--- config.mk ---
export PLATFORM = sky130hd
export DESIGN_NAME = count_seg_display_flat
export DESIGN_NICKNAME = d
export VERILOG_FILES = /design/src/rtl/count_seg_display_pkg.sv /design/src/rtl/count_seg_display_if.sv /design/src/rtl/count_seg_display_hex_to_seg7.sv /design/src/rtl/count_seg_display.sv /design/src/flat_wrapper.sv
export SDC_FILE = /design/constraint.sdc
export NUM_CORES = 1
export LEC_CHECK = 0
export ABC_AREA = 0
export CORE_UTILIZATION = 53
export DETAILED_ROUTE_END_ITERATION = 8
export PLACE_DENSITY = 0.81
export SLEW_MARGIN = 25
export SYNTH_ARGS = -nofsm -noshare
export SYNTH_HDL_FRONTEND = slang
export SYNTH_SLANG_ARGS = --single-unit
--- constraint.sdc ---
create_clock -name clk -period 2.9 [get_ports clk]
set_clock_uncertainty 0.15 [all_clocks]
set_input_delay 0.29 -clock clk [delete_from_list [all_inputs] [get_ports clk]]
set_output_delay 0.29 -clock clk [all_outputs]
set_load 0.05 [all_outputs]
--- src/rtl/count_seg_display_pkg.sv ---
// Shared definitions for the counter display: segment table, stall FSM states,
// transition classes and the transition classifier.
package count_disp_pkg;

  typedef enum logic {
    ST_TRACK   = 1'b0,
    ST_STALLED = 1'b1
  } stall_state_e;

  localparam logic [2:0] CLS_HOLD    = 3'd0;
  localparam logic [2:0] CLS_STEP    = 3'd1;
  localparam logic [2:0] CLS_WRAP    = 3'd2;
  localparam logic [2:0] CLS_CLEAR   = 3'd3;
  localparam logic [2:0] CLS_ILLEGAL = 3'd4;

  // Segment bits are {g,f,e,d,c,b,a}, active-high, indexed by hex digit.
  localparam logic [6:0] SEG_LUT [16] = '{
    7'h3F, 7'h06, 7'h5B, 7'h4F, 7'h66, 7'h6D, 7'h7D, 7'h07,
    7'h7F, 7'h6F, 7'h77, 7'h7C, 7'h39, 7'h5E, 7'h79, 7'h71
  };

  // A return to zero from 15 counts as a wrap; from anywhere else it is an upstream reset.
  function automatic logic [2:0] classify(input logic [3:0] old_v, input logic [3:0] new_v);
    logic [3:0] succ;
    succ = old_v + 4'd1;
    if (new_v == old_v)
      return CLS_HOLD;
    else if (new_v == succ)
      return (old_v == 4'hF) ? CLS_WRAP : CLS_STEP;
    else if (new_v == 4'h0)
      return CLS_CLEAR;
    else
      return CLS_ILLEGAL;
  endfunction

endpackage

--- src/rtl/count_seg_display_if.sv ---
// Bundle between the upstream counter/board and the display block.
interface count_seg_display_if;
  logic       ena;
  logic [3:0] count;
  logic       freeze;
  logic [6:0] seg;
  logic       dp;
  logic [7:0] wraps;
  logic       stalled;
  logic       seq_err;

  modport master (
    output ena, count, freeze,
    input  seg, dp, wraps, stalled, seq_err
  );

  modport slave (
    input  ena, count, freeze,
    output seg, dp, wraps, stalled, seq_err
  );
endinterface

--- src/rtl/count_seg_display_hex_to_seg7.sv ---
// Combinational hex digit to 7-segment decoder.
module hex_to_seg7
  import count_disp_pkg::*;
(
  input  logic [3:0] i_hex,
  output logic [6:0] o_seg
);
  assign o_seg = SEG_LUT[i_hex];
endmodule

--- src/rtl/count_seg_display.sv ---
// Samples the 4-bit upstream counter, drives the hex display and decimal point,
// and tracks wraps, stalls and illegal jumps.
module count_seg_display
  import count_disp_pkg::*;
#(
  parameter int unsigned STALL_CYCLES = 255
) (
  input  logic                clk,
  input  logic                reset,
  count_seg_display_if.slave  bus
);
  localparam logic [7:0] STALL_LAST = 8'(STALL_CYCLES - 1);

  logic [3:0]   r_count_q;
  logic [6:0]   r_seg;
  logic         r_dp;
  logic [7:0]   r_wraps;
  logic         r_seq_err;
  logic [7:0]   r_stall_cnt;
  stall_state_e r_state;

  logic [2:0]   w_cls;
  logic         w_hold;
  logic [6:0]   w_seg_dec;
  stall_state_e w_state_next;
  logic [7:0]   w_stall_cnt_next;

  hex_to_seg7 u_dec (
    .i_hex (bus.count),
    .o_seg (w_seg_dec)
  );

  assign w_cls  = classify(r_count_q, bus.count);
  assign w_hold = (w_cls == CLS_HOLD);

  always_ff @(posedge clk or negedge reset) begin
    if (!reset) begin
      r_count_q <= 4'h0;
      r_seg     <= 7'h3F;
      r_dp      <= 1'b0;
      r_wraps   <= 8'h00;
      r_seq_err <= 1'b0;
    end else if (bus.ena) begin
      r_count_q <= bus.count;
      if (!bus.freeze)
        r_seg <= w_seg_dec;
      if (w_cls == CLS_WRAP) begin
        r_wraps <= r_wraps + 8'd1;
        r_dp    <= ~r_dp;
      end
      if (w_cls == CLS_ILLEGAL)
        r_seq_err <= 1'b1;
    end
  end

  always_ff @(posedge clk or negedge reset) begin
    if (!reset) begin
      r_state     <= ST_TRACK;
      r_stall_cnt <= 8'h00;
    end else if (bus.ena) begin
      r_state     <= w_state_next;
      r_stall_cnt <= w_stall_cnt_next;
    end
  end

  // The count saturates at STALL_CYCLES while stalled; any movement restarts tracking.
  always_comb begin
    w_state_next     = r_state;
    w_stall_cnt_next = r_stall_cnt;
    case (r_state)
      ST_TRACK: begin
        if (w_hold) begin
          w_stall_cnt_next = r_stall_cnt + 8'd1;
          if (r_stall_cnt == STALL_LAST)
            w_state_next = ST_STALLED;
        end else begin
          w_stall_cnt_next = 8'h00;
        end
      end
      ST_STALLED: begin
        if (!w_hold) begin
          w_state_next     = ST_TRACK;
          w_stall_cnt_next = 8'h00;
        end
      end
      default: begin
        w_state_next     = ST_TRACK;
        w_stall_cnt_next = 8'h00;
      end
    endcase
  end

  assign bus.seg     = r_seg;
  assign bus.dp      = r_dp;
  assign bus.wraps   = r_wraps;
  assign bus.seq_err = r_seq_err;
  assign bus.stalled = (r_state == ST_STALLED);

endmodule

--- src/flat_wrapper.sv ---
// flat-port wrapper written by rule: the top's interface ports become plain ports
module count_seg_display_flat import count_disp_pkg::*;
#(
  parameter int unsigned STALL_CYCLES = 255
)
  (clk, reset, bus_ena, bus_count, bus_freeze, bus_seg, bus_dp, bus_wraps, bus_stalled, bus_seq_err);
  count_seg_display_if bus_i ();
  input  logic clk;
  input  logic reset;
  input wire logic [$bits(bus_i.ena)-1:0] bus_ena;
  input wire logic [$bits(bus_i.count)-1:0] bus_count;
  input wire logic [$bits(bus_i.freeze)-1:0] bus_freeze;
  output wire logic [$bits(bus_i.seg)-1:0] bus_seg;
  output wire logic [$bits(bus_i.dp)-1:0] bus_dp;
  output wire logic [$bits(bus_i.wraps)-1:0] bus_wraps;
  output wire logic [$bits(bus_i.stalled)-1:0] bus_stalled;
  output wire logic [$bits(bus_i.seq_err)-1:0] bus_seq_err;
  assign bus_i.ena = bus_ena;
  assign bus_i.count = bus_count;
  assign bus_i.freeze = bus_freeze;
  assign bus_seg = bus_i.seg;
  assign bus_dp = bus_i.dp;
  assign bus_wraps = bus_i.wraps;
  assign bus_stalled = bus_i.stalled;
  assign bus_seq_err = bus_i.seq_err;
  count_seg_display #(.STALL_CYCLES(STALL_CYCLES)) u_core (.clk(clk), .reset(reset), .bus(bus_i));
endmodule
; After elaboration in Yosys (flattened, before gate mapping)
; Memory sizes are Yosys's and may differ from the RTL's. A register that Yosys moved wholly into a read port is not among the register bits.
; Cells that the tools add are included.
[totals]
regBits = 23
rom_bits = 112
in_bits = 8
word_cells = 39
mem_count = 1
[op_classes]
add_sub_neg = 3
n_eq_ne = 7
muxes = 11
bitwise_logic = 4
n_reduce_logical = 7
[mem_list]
columns = name, words, word_bits, read_ports, rd_ports_with_merged_regs, write_ports, line
row1 = (name not given), 16, 7, 1, 1, 0, count_seg_display_hex_to_seg7.sv:8  ; assign o_seg = SEG_LUT[i_hex];
[op_table]
columns = op, count
row1 = 8-bit by 1-bit adder with 8-bit output (second input constant), 2
row2 = 8-bit two-way mux, 2
row3 = 8-bit case mux with 2 select lines, 1
row4 = 3-bit two-way mux, 3
row5 = 4-bit == test, 2
row6 = 8-bit == test (second input constant), 1
row7 = 2-bit AND reduction, 4
row8 = 4-bit inverter with 5-bit output, 1
row9 = 4-bit by 1-bit adder with 4-bit output (second input constant), 1
row10 = 4-bit == test (second input constant), 1
row11 = 4-bit logical NOT, 1
row12 = 3-bit by 2-bit == test with 1-bit output (second input constant), 1
row13 = 3-bit == test (second input constant), 1
row14 = 3-bit logical NOT, 1
row15 = 1-bit two-way mux, 3
row16 = 1-bit inverter, 3
row17 = 2-bit two-way mux, 1
row18 = 2-bit inequality test (second input constant), 1
row19 = 1-bit case mux with 2 select lines, 1
row20 = 1-bit logical NOT, 1

; Depth between registers and ports, before layout
[logic_depth]
depth_word = 7
depth_mapped = 6

; Cells and area by module
; A second synthesis with hierarchy kept.
[hier_totals]
hier_cells = 165
area_unflattened_um2 = 1843.0
[by_module_without_submodules]
columns = module, instances, cells_each, area_each_um2, seq_area_each_um2
row1 = count_seg_display, 1, 132, 1555.2, 758.2
row2 = hex_to_seg7, 1, 33, 287.8, 0.0

; Worst setup path before layout
; OpenSTA, ideal clock, no wires.
[synth_path]
path_type = register to register
start = reg u_core.r_count_q[0]
end = reg u_core.r_wraps[1] (netlist: u_core.bus.wraps[1])
setup_time_ps = 125
t_arrival_ps = 1813
slack_ps = 812
stages_incl_launch_ff = 6
synth_period_minus_slack_ps = 2088
cell_sequence = dfrtp_1 > ha_1 > xnor2_1 > nand4_4 > or3_4 > mux2_4
[synth_via]
elab_chain_cells = 6
elab_cells_between_ends = 9
classes_between = 1 x add/sub / 4 x eq/ne / 3 x mux / 1 x reduce/logical
[synth_rtl]
columns = element, line
row1 = start: declaration, count_seg_display.sv:14  ; logic [3:0] r_count_q;
row2 = start signal: assignment, count_seg_display.sv:44  ; r_count_q <= bus.count;
row3 = 4-bit by 1-bit adder with 4-bit output / 4-bit == test (equally long branches), "count_seg_display_pkg.sv:25, count_seg_display_pkg.sv:29"
row4 = 4-bit == test / 2-bit two-way mux (equally long branches), "count_seg_display_pkg.sv:28, count_seg_display_pkg.sv:29"
row5 = 3-bit two-way mux, count_seg_display_pkg.sv:28  ; else if (new_v == succ)
row6 = 3-bit two-way mux (*), count_seg_display_pkg.sv:26  ; if (new_v == old_v)
row7 = 3-bit by 2-bit == test with 1-bit output (*), count_seg_display.sv:47  ; if (w_cls == CLS_WRAP) begin
row8 = 2-bit AND reduction (no line) (*), --
row9 = end signal: assignment, count_seg_display.sv:48  ; r_wraps <= r_wraps + 8'd1;
row10 = end: declaration, count_seg_display.sv:17  ; logic [7:0] r_wraps;
; Every way passes the cells marked *; elsewhere a longest branch is shown, timed or not.
; A chain may end at the register's enable or synchronous reset.

; Final worst setup path
; Same ends and word-level chain as after synthesis.

==> out/qor.yml <==
pwr:
  p_leak_nw: 0.965
  pwr-share-comb: 0.263
  p_sw_w: 0.000335
  intPower_w: 0.000671
  swShare: 0.333
  p_clk_frac: 0.264
  seqPwrFrac: 0.474
  vdd_ir_drop_max_v: 0.000330
  power_density_mw_per_mm2: 479
global_routing:
  grt_pass1_wl_um: 5770
  grt_pass1_vias: 1267
  antenna_found_initial: 0
  grt.overflow.total: 0
  grt_util_all_layers: 0.226
  grt_start_max_net_pins: 31
critical_path:
  path_max_fanout: 7
  cp.arrival_ns: 2.30
  r2r_slack_ns: 0.68
  criticalPathCategory: "reg -> reg"
  ff2ff_path_depth: 5
  required_ns: 2.97
  end_kind: "flip-flop"
  cp-start-kind: "flip-flop"
  setup.worst_path.end: "u_core.bus.wraps[1]"
  cp-startpoint: "u_core.r_count_q[0]"
  r2r_start: "u_core.r_count_q[0]"
  reg2reg_to: "u_core.bus.wraps[1]"
yosys:
  yosysMostFrequentCell: "dfrtp_1"
  synth_edf_count: 0
  async_flop_share: 1.00
  ys_ff_latch: 30
  ys_top_cells_by_count: "24 x dfrtp_1, 16 x nand2_1, 14 x xor2_1"
  yosysTopAreaCellShare: 0.347
  ys.flop_type: "dfrtp_1"
  synth_cell_type_count: 37
  syn_area_per_cell_um2: 10.4
  netlist_instances: 166
  yosysSeqAreaShare: 0.438
  syn_area_mm2: 0.00173
  yosysTopAreaCell: "dfrtp_1"
  yosysWarnings: 0
  synth_area_leaders: "dfrtp_1 35%, dfstp_2 9.1%, ha_1 8.0%"
  syn-num-nets: 185
place:
  io_buffers: 25
  gp_congestion: 0.857
  dpl_cell_area_mm2: 0.00204
  place_ws_ns: 0.433
  hpwl_um: 2490
clock_network:
  clk_pin_slew_ns: 0.10
  h-tree-depth: 2
  clock_sinks: 30
  postCtsSetupRepairBufs: 0
  tritoncts: "built"
  cts_hold_buf: 0
  numCtsBuffers: 5
  cts-resized-gates: 0
  clk_path_buf_depth: 2
  clk_latency_ns: 0.34
  cts_root_buf: "clkbuf_4"
flow_run:
  maxCapViolCount: 0
layout:
  fin_nets: 216
  area_growth_pct: 21.5
  drive_above_1_share: 0.141
  design_area_mm2: 0.00210
  antenna_cells: 0
floorplanning:
  die-height_um: 59.1
  die-area_mm2: 0.00350
  core_mm2: 0.00308
  initial_utilization: 0.562
  io_pins: 26
  fp.dieW_um: 59.1
  fp-row-count: 20
timing:
  hold_violations: 0
  worst_pin_slew_ns: 0.569
  finalSetupTns_ns: 0
  fmax_mhz: 450
  setup_ws_ns: 0.677
  fin_crit_ns: 2.22
  setup_viol_count_final: 0
  hold_ws_ns: 0.179
  relSlewSlack: 0.619
  rsz0062_at_grt: "no"
  post-route-period-util: 0.767
  report.final.slew_viol_count: 0
routing:
  viasPerCell: 5.47
  wl_per_cell_um: 14.2
  dr.first_iter.drc_count: 43
  firstDrtPassIters: 5
  dr_total_vias: 1323
  wirelength_um: 3450
  drc_errors: 0
  postRouteAntennaNets: 0
run_status:
  status: "completed"
worst_hold_path:
  hold_path_class: "in -> async"
==> power by group through the flow <==
stage	registers, W	logic (W)	clock network (W)
finish	0.000477	0.000264	0.000265
global route	0.000482	0.000284	0.000288
CTS	0.000477	0.000265	0.000271
detailed placement	0.000484	0.000263	0
global placement	0.000482	0.000255	0
floorplan	0.000558	0.0000987	0
==> layer usage <==
metal,vias to the layer above,part of all wire,track usage
li1,639,-,-
met1,642,0.43,0.281
met2,36,0.52,0.383
met3,6,0.040,0.0590
met4,0,0.012,0.0714
met5,-,0,0
==> worst min-delay path by stage <==
stage	from	to	slack, ns	cells past startpoint
floorplan	reset	u_core.bus.dp	-0.16	0
global placement	u_core.bus.wraps[7]	u_core.bus.wraps[7]	0.31	1
detailed placement	u_core.bus.wraps[7]	u_core.bus.wraps[7]	0.31	1
CTS	reset	u_core.bus.seq_err	0.18	2
global route	reset	u_core.bus.stalled	0.21	2
finish	reset	u_core.bus.seq_err	0.18	2
==> metrics by stage <==
| step | utilization | std cells | total power (W) |
|---|---|---|---|
| 6_report | 0.683 | 242 | 0.00101 |
| 4_1_cts | 0.683 | 242 | 0.00101 |
| 5_1_grt | 0.683 | 242 | 0.00105 |
| 3_3_place_gp | 0.663 | 234 | 0.000737 |
| 3_5_place_dp | 0.663 | 234 | 0.000748 |
| 2_1_floorplan | - | 166 | 0.000657 |
==> critical path, cell delays in order (launching register included) <==
cell and delay, ns:
dfrtp_1 0.44, ha_1 0.33, xnor2_1 0.30, nand4_4 0.19, or3_4 0.40, mux2_4 0.30
==> flip-flops by register name (all words and copies together) (netlist names) <==
signal and cells:
u_core.r_count_q 4, u_core.bus.wraps 8, u_core.bus.seg 7, u_core.bus.stalled 1, u_core.bus.dp 1, u_core.bus.seq_err 1
u_core.r_stall_cnt 8
==> kinds of logic after synthesis <==
logic type	after synthesis	synth area share
and+or+nand+nor	64	0.200
adders and majority gates	11	0.0795
buffers and inverters	14	0.0376
muxes	7	0.0557
AOI/OAI and AO/OA	20	0.0745
xor gates and xnor gates	20	0.114
DFF	30	0.438
==> layout by cell type, fill, tap and decap left out, types with 2 or more instances in the layout <==
master	n
a211oi_1	2
a31oi_1	4
and3_1	4
and4_1	2
buf_4	6
clkbuf_4	5
clkdlybuf4s50_1	25
dfrtp_1	24
dfstp_2	6
ha_1	11
inv_1	7
mux2_2	4
nand2_1	16
nand2b_1	4
nand3_1	9
nand4_1	2
nor2_1	13
nor2b_1	4
nor4_1	5
nor4b_1	2
o21ai_0	8
o22ai_1	2
xnor2_1	4
xor2_1	14
==> layout make-up <==
cell class | count | area (µm²)
Tap cell | 44 | 55.1
Clock buffer | 7 | 55.1
Fill cell | 245 | 976
Timing Repair Buffer | 31 | 295
Multi-Input combinational cell | 122 | 907
Inverter | 7 | 26.3
Clock inverter | 1 | 5.00
Sequential cell | 30 | 758
Note: power is estimated with default switching activity, not from simulation.
